<file path="src/rtl/rsa_pkg.sv">
// Shared RSA definitions: FSM state encoding and the default operand width.
// Reused by the encrypt, decrypt and key-generation blocks.
package rsa_pkg;

  // Default operand width in bits
  localparam int RSA_DEFAULT_W = 8;

  // Exponentiation controller states
  typedef enum logic [2:0] {
    ST_IDLE = 3'd0,
    ST_LOAD = 3'd1,
    ST_SQR  = 3'd2,
    ST_MUL  = 3'd3,
    ST_DONE = 3'd4
  } rsa_state_e;

endpackage

</file>
<file path="src/rtl/rsa_encrypt_mod_mult.sv">
// mod_mult: W-cycle interleaved shift-add modular multiplier, r = a*b mod n.
// The multiplier b is scanned MSB first. The first step is taken on the
// start edge itself, so the product is ready after exactly W cycles and
// done_o pulses in the cycle that follows the last step.
// Operands must satisfy a, b < n.
module mod_mult
  import rsa_pkg::*;
#(
  parameter int W = RSA_DEFAULT_W
) (
  input  logic         clk,
  input  logic         rst,
  input  logic         start_i,
  input  logic [W-1:0] a_i,
  input  logic [W-1:0] b_i,
  input  logic [W-1:0] n_i,
  output logic         done_o,
  output logic [W-1:0] r_o
);

  localparam int CW = (W > 2) ? $clog2(W) : 1;

  logic [W-1:0]  a_q, b_q, n_q, r_q;
  logic [CW-1:0] cnt_q;
  logic          run_q, done_q;

  logic [W+1:0]  op_r, op_a, op_n, sum, sub1, sub2;
  logic          op_bit;

  // One interleaved step: r = 2r (+a), then two conditional subtractions of n
  always_comb begin
    op_r   = start_i ? '0 : {2'b00, r_q};
    op_a   = start_i ? {2'b00, a_i} : {2'b00, a_q};
    op_n   = start_i ? {2'b00, n_i} : {2'b00, n_q};
    op_bit = start_i ? b_i[W-1] : b_q[W-1];
    sum    = {op_r[W:0], 1'b0} + (op_bit ? op_a : '0);
    sub1   = (sum  >= op_n) ? (sum  - op_n) : sum;
    sub2   = (sub1 >= op_n) ? (sub1 - op_n) : sub1;
  end

  // Operand latching, step sequencing and done pulse
  always_ff @(posedge clk) begin
    if (rst) begin
      a_q    <= '0;
      b_q    <= '0;
      n_q    <= '0;
      r_q    <= '0;
      cnt_q  <= '0;
      run_q  <= 1'b0;
      done_q <= 1'b0;
    end else begin
      done_q <= 1'b0;
      if (start_i) begin
        a_q    <= a_i;
        b_q    <= b_i << 1;
        n_q    <= n_i;
        r_q    <= sub2[W-1:0];
        cnt_q  <= CW'(W - 2);
        run_q  <= (W > 1);
        done_q <= (W == 1);
      end else if (run_q) begin
        r_q <= sub2[W-1:0];
        b_q <= b_q << 1;
        if (cnt_q == '0) begin
          run_q  <= 1'b0;
          done_q <= 1'b1;
        end else begin
          cnt_q <= cnt_q - 1'b1;
        end
      end
    end
  end

  assign done_o = done_q;
  assign r_o    = r_q;

endmodule

</file>
<file path="src/rtl/rsa_encrypt.sv">
// rsa_encrypt: c = m^e mod n by left-to-right square-and-multiply over all W
// exponent bits. Each bit costs a W-cycle square and a W-cycle multiply; the
// multiply result is kept only when the bit is 1, so latency is fixed.
// Optional build macro RSA_ENC_RANGE_CHECK_EN adds the err port and the
// m<n, n>=2 operand check.
module rsa_encrypt
  import rsa_pkg::*;
#(
  parameter int W = RSA_DEFAULT_W
) (
  input  logic         clk,
  input  logic         rst,
  input  logic         start,
  input  logic [W-1:0] m,
  input  logic [W-1:0] e,
  input  logic [W-1:0] n,
  output logic         ready,
  output logic         busy,
  output logic         done,
  output logic [W-1:0] c
`ifdef RSA_ENC_RANGE_CHECK_EN
  ,
  output logic         err
`endif
);

  localparam int IW = (W > 1) ? $clog2(W) : 1;
  localparam logic [W-1:0] ONE = W'(1);

  rsa_state_e    state_q;
  logic [W-1:0]  m_q, e_q, n_q, acc_q, c_q;
  logic [IW-1:0] idx_q;
  logic          ready_q, busy_q, done_q;

  logic          mm_start, mm_done, keep;
  logic [W-1:0]  mm_a, mm_b, mm_r;

`ifdef RSA_ENC_RANGE_CHECK_EN
  localparam logic [W-1:0] TWO = W'(2);
  logic err_q;
  logic range_bad;
  assign range_bad = (m_q >= n_q) || (n_q < TWO);
`endif

  assign keep = e_q[idx_q];

  // Launch the shared multiplier back-to-back as each phase hands over
  always_comb begin
    mm_start = 1'b0;
    mm_a     = '0;
    mm_b     = '0;
    case (state_q)
      ST_LOAD: begin
`ifdef RSA_ENC_RANGE_CHECK_EN
        mm_start = !range_bad;
`else
        mm_start = 1'b1;
`endif
        mm_a = ONE;
        mm_b = ONE;
      end
      ST_SQR: if (mm_done) begin
        mm_start = 1'b1;
        mm_a     = mm_r;
        mm_b     = m_q;
      end
      ST_MUL: if (mm_done && idx_q != '0) begin
        mm_start = 1'b1;
        mm_a     = keep ? mm_r : acc_q;
        mm_b     = keep ? mm_r : acc_q;
      end
      default: ;
    endcase
  end

  mod_mult #(.W(W)) u_mod_mult (
    .clk    (clk),
    .rst    (rst),
    .start_i(mm_start),
    .a_i    (mm_a),
    .b_i    (mm_b),
    .n_i    (n_q),
    .done_o (mm_done),
    .r_o    (mm_r)
  );

  // Controller FSM with registered handshake outputs
  always_ff @(posedge clk) begin
    if (rst) begin
      state_q <= ST_IDLE;
      m_q     <= '0;
      e_q     <= '0;
      n_q     <= '0;
      acc_q   <= '0;
      c_q     <= '0;
      idx_q   <= '0;
      ready_q <= 1'b1;
      busy_q  <= 1'b0;
      done_q  <= 1'b0;
`ifdef RSA_ENC_RANGE_CHECK_EN
      err_q   <= 1'b0;
`endif
    end else begin
      done_q <= 1'b0;
      case (state_q)
        ST_IDLE: if (start) begin
          m_q     <= m;
          e_q     <= e;
          n_q     <= n;
          ready_q <= 1'b0;
          busy_q  <= 1'b1;
          state_q <= ST_LOAD;
`ifdef RSA_ENC_RANGE_CHECK_EN
          err_q   <= 1'b0;
`endif
        end
        ST_LOAD: begin
          acc_q <= ONE;
          idx_q <= IW'(W - 1);
`ifdef RSA_ENC_RANGE_CHECK_EN
          if (range_bad) begin
            err_q   <= 1'b1;
            done_q  <= 1'b1;
            busy_q  <= 1'b0;
            state_q <= ST_DONE;
          end else begin
            state_q <= ST_SQR;
          end
`else
          state_q <= ST_SQR;
`endif
        end
        ST_SQR: if (mm_done) begin
          acc_q   <= mm_r;
          state_q <= ST_MUL;
        end
        ST_MUL: if (mm_done) begin
          if (keep) acc_q <= mm_r;
          if (idx_q == '0) begin
            c_q     <= keep ? mm_r : acc_q;
            done_q  <= 1'b1;
            busy_q  <= 1'b0;
            state_q <= ST_DONE;
          end else begin
            idx_q   <= idx_q - 1'b1;
            state_q <= ST_SQR;
          end
        end
        ST_DONE: begin
          ready_q <= 1'b1;
          state_q <= ST_IDLE;
        end
        default: begin
          ready_q <= 1'b1;
          busy_q  <= 1'b0;
          state_q <= ST_IDLE;
        end
      endcase
    end
  end

  assign ready = ready_q;
  assign busy  = busy_q;
  assign done  = done_q;
  assign c     = c_q;
`ifdef RSA_ENC_RANGE_CHECK_EN
  assign err   = err_q;
`endif

endmodule

</file>
<file path="config.mk">
export PLATFORM = sky130hd
export DESIGN_NAME = rsa_encrypt
export DESIGN_NICKNAME = d
export VERILOG_FILES = /design/src/rtl/rsa_pkg.sv /design/src/rtl/rsa_encrypt_mod_mult.sv /design/src/rtl/rsa_encrypt.sv
export SDC_FILE = /design/constraint.sdc
export NUM_CORES = 1
export LEC_CHECK = 0
export ABC_CLOCK_PERIOD_IN_PS = 7600
export BUFFER_PORTS_ARGS = -buffer_cell sky130_fd_sc_hd__buf_2
export CAP_MARGIN = 20
export CORE_MARGIN = 10
export CORE_UTILIZATION = 40
export DETAILED_ROUTE_END_ITERATION = 16
export SETUP_SLACK_MARGIN = 0.15
export SYNTH_ARGS = -nofsm -noshare
export SYNTH_HDL_FRONTEND = slang
export SYNTH_SLANG_ARGS = --single-unit
</file>
<file path="constraint.sdc">
create_clock -name clk -period 7.6 [get_ports clk]
set_input_delay 0.76 -clock clk [delete_from_list [all_inputs] [get_ports clk]]
set_output_delay 0.76 -clock clk [all_outputs]
set_load 0.01 [all_outputs]
</file>
==> results.py <==
metrics = {
    "yosys": {
        "synthFlopType": "dfxtp_1",
        "avgSynthCellArea_um2": 8.54,
        "ys_warn_count": 0,
        "async_flop_share": 0,
        "ys_seq_elements": 85,
        "synth.distinct_cells": 62,
        "synth_edf_count": 0,
        "synth_cells": 552,
        "syn_area_um2": 4710,
        "synth_nets": 609,
        "yosysSeqAreaShare": 0.361,
    },
    "clock_tree": {
        "path_clk_slew_ps": 60,
        "cts_htree_levels": 3,
        "cts_tree": "done",
        "cts_num_sinks": 85,
        "clk_path_buf_depth": 2,
        "numCtsBuffers": 9,
        "cts-root-buf": "clkbuf_16",
        "clock_latency_ps": 340,
        "hold_buffers": 0,
    },
    "placed_design": {
        "hpwlAfterDp_um": 9140,
        "gp_congestion": 0.897,
        "place_ws_ps": 369,
        "dpl.cell_count": 711,
        "port_buffers": 37,
        "placed_area_um2": 5030,
    },
    "hold_path": {
        "holdPathStages": 2,
        "holdCritPathClass": "reg2reg",
        "min_from": "e_q[2]",
        "min_to": "e_q[2]",
    },
    "worst_setup_path": {
        "end_kind": "flip-flop",
        "worstSetupPathType": "reg2reg",
        "start_kind": "flip-flop",
        "reg2reg_slack_ps": 690,
        "path_max_fanout": 8,
        "reg2regPathDepth": 29,
        "r2r_start": "idx_q[2]",
        "cp.arrival_ps": 7140,
        "critPathMaxStageDelay_ps": 560,
        "r2r_end": "u_mod_mult.r_o[5]",
        "critPathSlowestCell": "mux4_2",
        "critical_path_required_ps": 7830,
    },
    "global_routing": {
        "grt_antenna_before_repair": 0,
        "grt_usage": 0.149,
        "grt_max_degree": 90,
        "first_global_vias": 4015,
        "grt.overflow.total": 0,
        "grt_pass1_wl_um": 20100,
    },
    "cells_and_area": {
        "mostFrequentLayoutCell": "dfxtp_1",
        "final_cell_count_no_fill": 732,
        "diodes": 0,
        "layout-drive-gt1-share": 0.156,
        "stdcell_area_um2": 5420,
        "final_cell_mix": "dfxtp_1, nor2_1, nand2_1, a21oi_1, buf_2",
        "layout.nets": 641,
        "area_delta_synth_final_pct": 15.0,
    },
    "drt": {
        "first_pass_iters": 5,
        "vias_per_cell": 5.69,
        "drtAntennaViolNets": 0,
        "drt-total-wl_um": 12200,
        "drt_iter0_drc": 271,
        "drc": 0,
        "vias": 4166,
        "wl_per_cell_um": 16.7,
    },
    "timing": {
        "hold_viol": 0,
        "min_period_ps": 6910,
        "slew_violations": 0,
        "fmax_mhz": 145,
        "finClkSkew_ps": 7.15,
        "tns_ps": 0,
        "fin_ws_ps": 688,
        "finalSetupViolCount": 0,
        "maxSlewHeadroom": 0.385,
        "rsz0062_at_grt": "no",
        "period_share": 0.910,
        "worst_pin_slew_ps": 919,
    },
    "power": {
        "powerDensity_nw_per_um2": 365,
        "ir_drop_mv": 0.348,
        "leakage_uw": 0.00222,
        "total_power_uw": 1980,
    },
    "floorplan": {
        "fp.coreArea_um2": 11500,
        "fp.dieH_um": 129,
        "ios": 38,
        "start_util": 0.411,
        "die-area_um2": 16500,
        "chipWidth_um": 129,
        "row_count": 39,
    },
    "status": {
        "status": "finished clean",
    },
    "flow_run": {
        "cap_violations": 0,
    },
}
-- critical path: cells and delay by family (launching register included) --
kind / cells / cell delay, ps
simple gates: 6 / 990
flops: 1 / 390
xor+xnor: 1 / 160
buf+inv: 2 / 230
mux: 4 / 1280
fa+ha+maj: 5 / 1490
compound gates: 11 / 2240
-- how the worst max path moves through the flow --
stage             start                end  depth (start not counted)
2_1_floorplan  idx_q[2]  u_mod_mult.r_o[1]                         28
3_3_place_gp   idx_q[2]  u_mod_mult.r_o[4]                         29
3_5_place_dp   idx_q[2]  u_mod_mult.r_o[4]                         29
4_1_cts        idx_q[2]  u_mod_mult.r_o[4]                         29
5_1_grt        idx_q[2]  u_mod_mult.r_o[4]                         29
6_report       idx_q[2]  u_mod_mult.r_o[5]                         29
-- synthesized netlist by cell type (7+ instances only) --
cell      count  area (um^2)
a211oi_1     23          173
a21o_1        7         52.6
a21oi_1      50          250
a221oi_1     16          140
a22oi_1       9         67.6
and2_1        9         56.3
clkbuf_1     27          101
dfxtp_1      85         1700
ha_1         27          338
inv_1        12         45.0
mux2i_1      15          150
nand2_1      57          214
nor2_1       71          267
nor3_1        7         35.0
o21ai_0      12         60.1
xnor2_1      11         96.3
-- cell families after synthesis --
| group | synth area share |
|---|---|
| and+or+nand+nor | 0.200 |
| AOI/OAI and AO/OA | 0.223 |
| DFF | 0.361 |
| buffers and inverters | 0.0337 |
| adders and majority gates | 0.0844 |
| muxes | 0.0661 |
| xor gates and xnor gates | 0.0316 |
-- per-stage QoR --
step | hold WS, ps | utilization
after global placement | 442 | 0.439
after global routing | 477 | 0.472
final | 453 | 0.472
after CTS | 456 | 0.466
after detailed placement | 447 | 0.439
after floorplan | 432 | -
-- metal layers --
metal,vias up,share of wire,GRT usage,routed length [um]
met5,-,0,0,0
met4,0,0.029,0.0629,353
met3,26,0.047,0.0378,570
met1,1990,0.47,0.191,5780
met2,83,0.45,0.232,5490
li1,2067,-,-,-
-- cell type report --
type / count / area, um^2
repair buffers: 50 / 295
clock buffers: 11 / 253
fillers: 1114 / 6050
inverters: 13 / 48.8
flip-flops and latches: 85 / 1700
clock inverters: 5 / 58.8
multi-input cells: 425 / 2880
well taps: 143 / 179
-- flip-flops by register name, summed over array words and instances, names as in the netlist, 3 cells and up --
register,count
acc_q,8
n_q,8
u_mod_mult.b_q,7
u_mod_mult.n_q,8
state_q,3
idx_q,3
e_q,8
u_mod_mult.a_q,8
u_mod_mult.cnt_q,3
u_mod_mult.r_o,8
m_q,8
c,8
-- repair_timing --
action                                  in CTS  in global routing
endpoints found under the setup margin       0                  8
buffers inserted                             0                  5
hold endpoints to repair                     0                  0
gates resized for setup                      0                  7
-- power breakdown --
group,switching (uW),total [uW],internal [uW]
Clock,181,454,272
Combinational,590,1010,417
Sequential,39.2,518,478
Note: power is estimated with default switching activity, not from simulation.
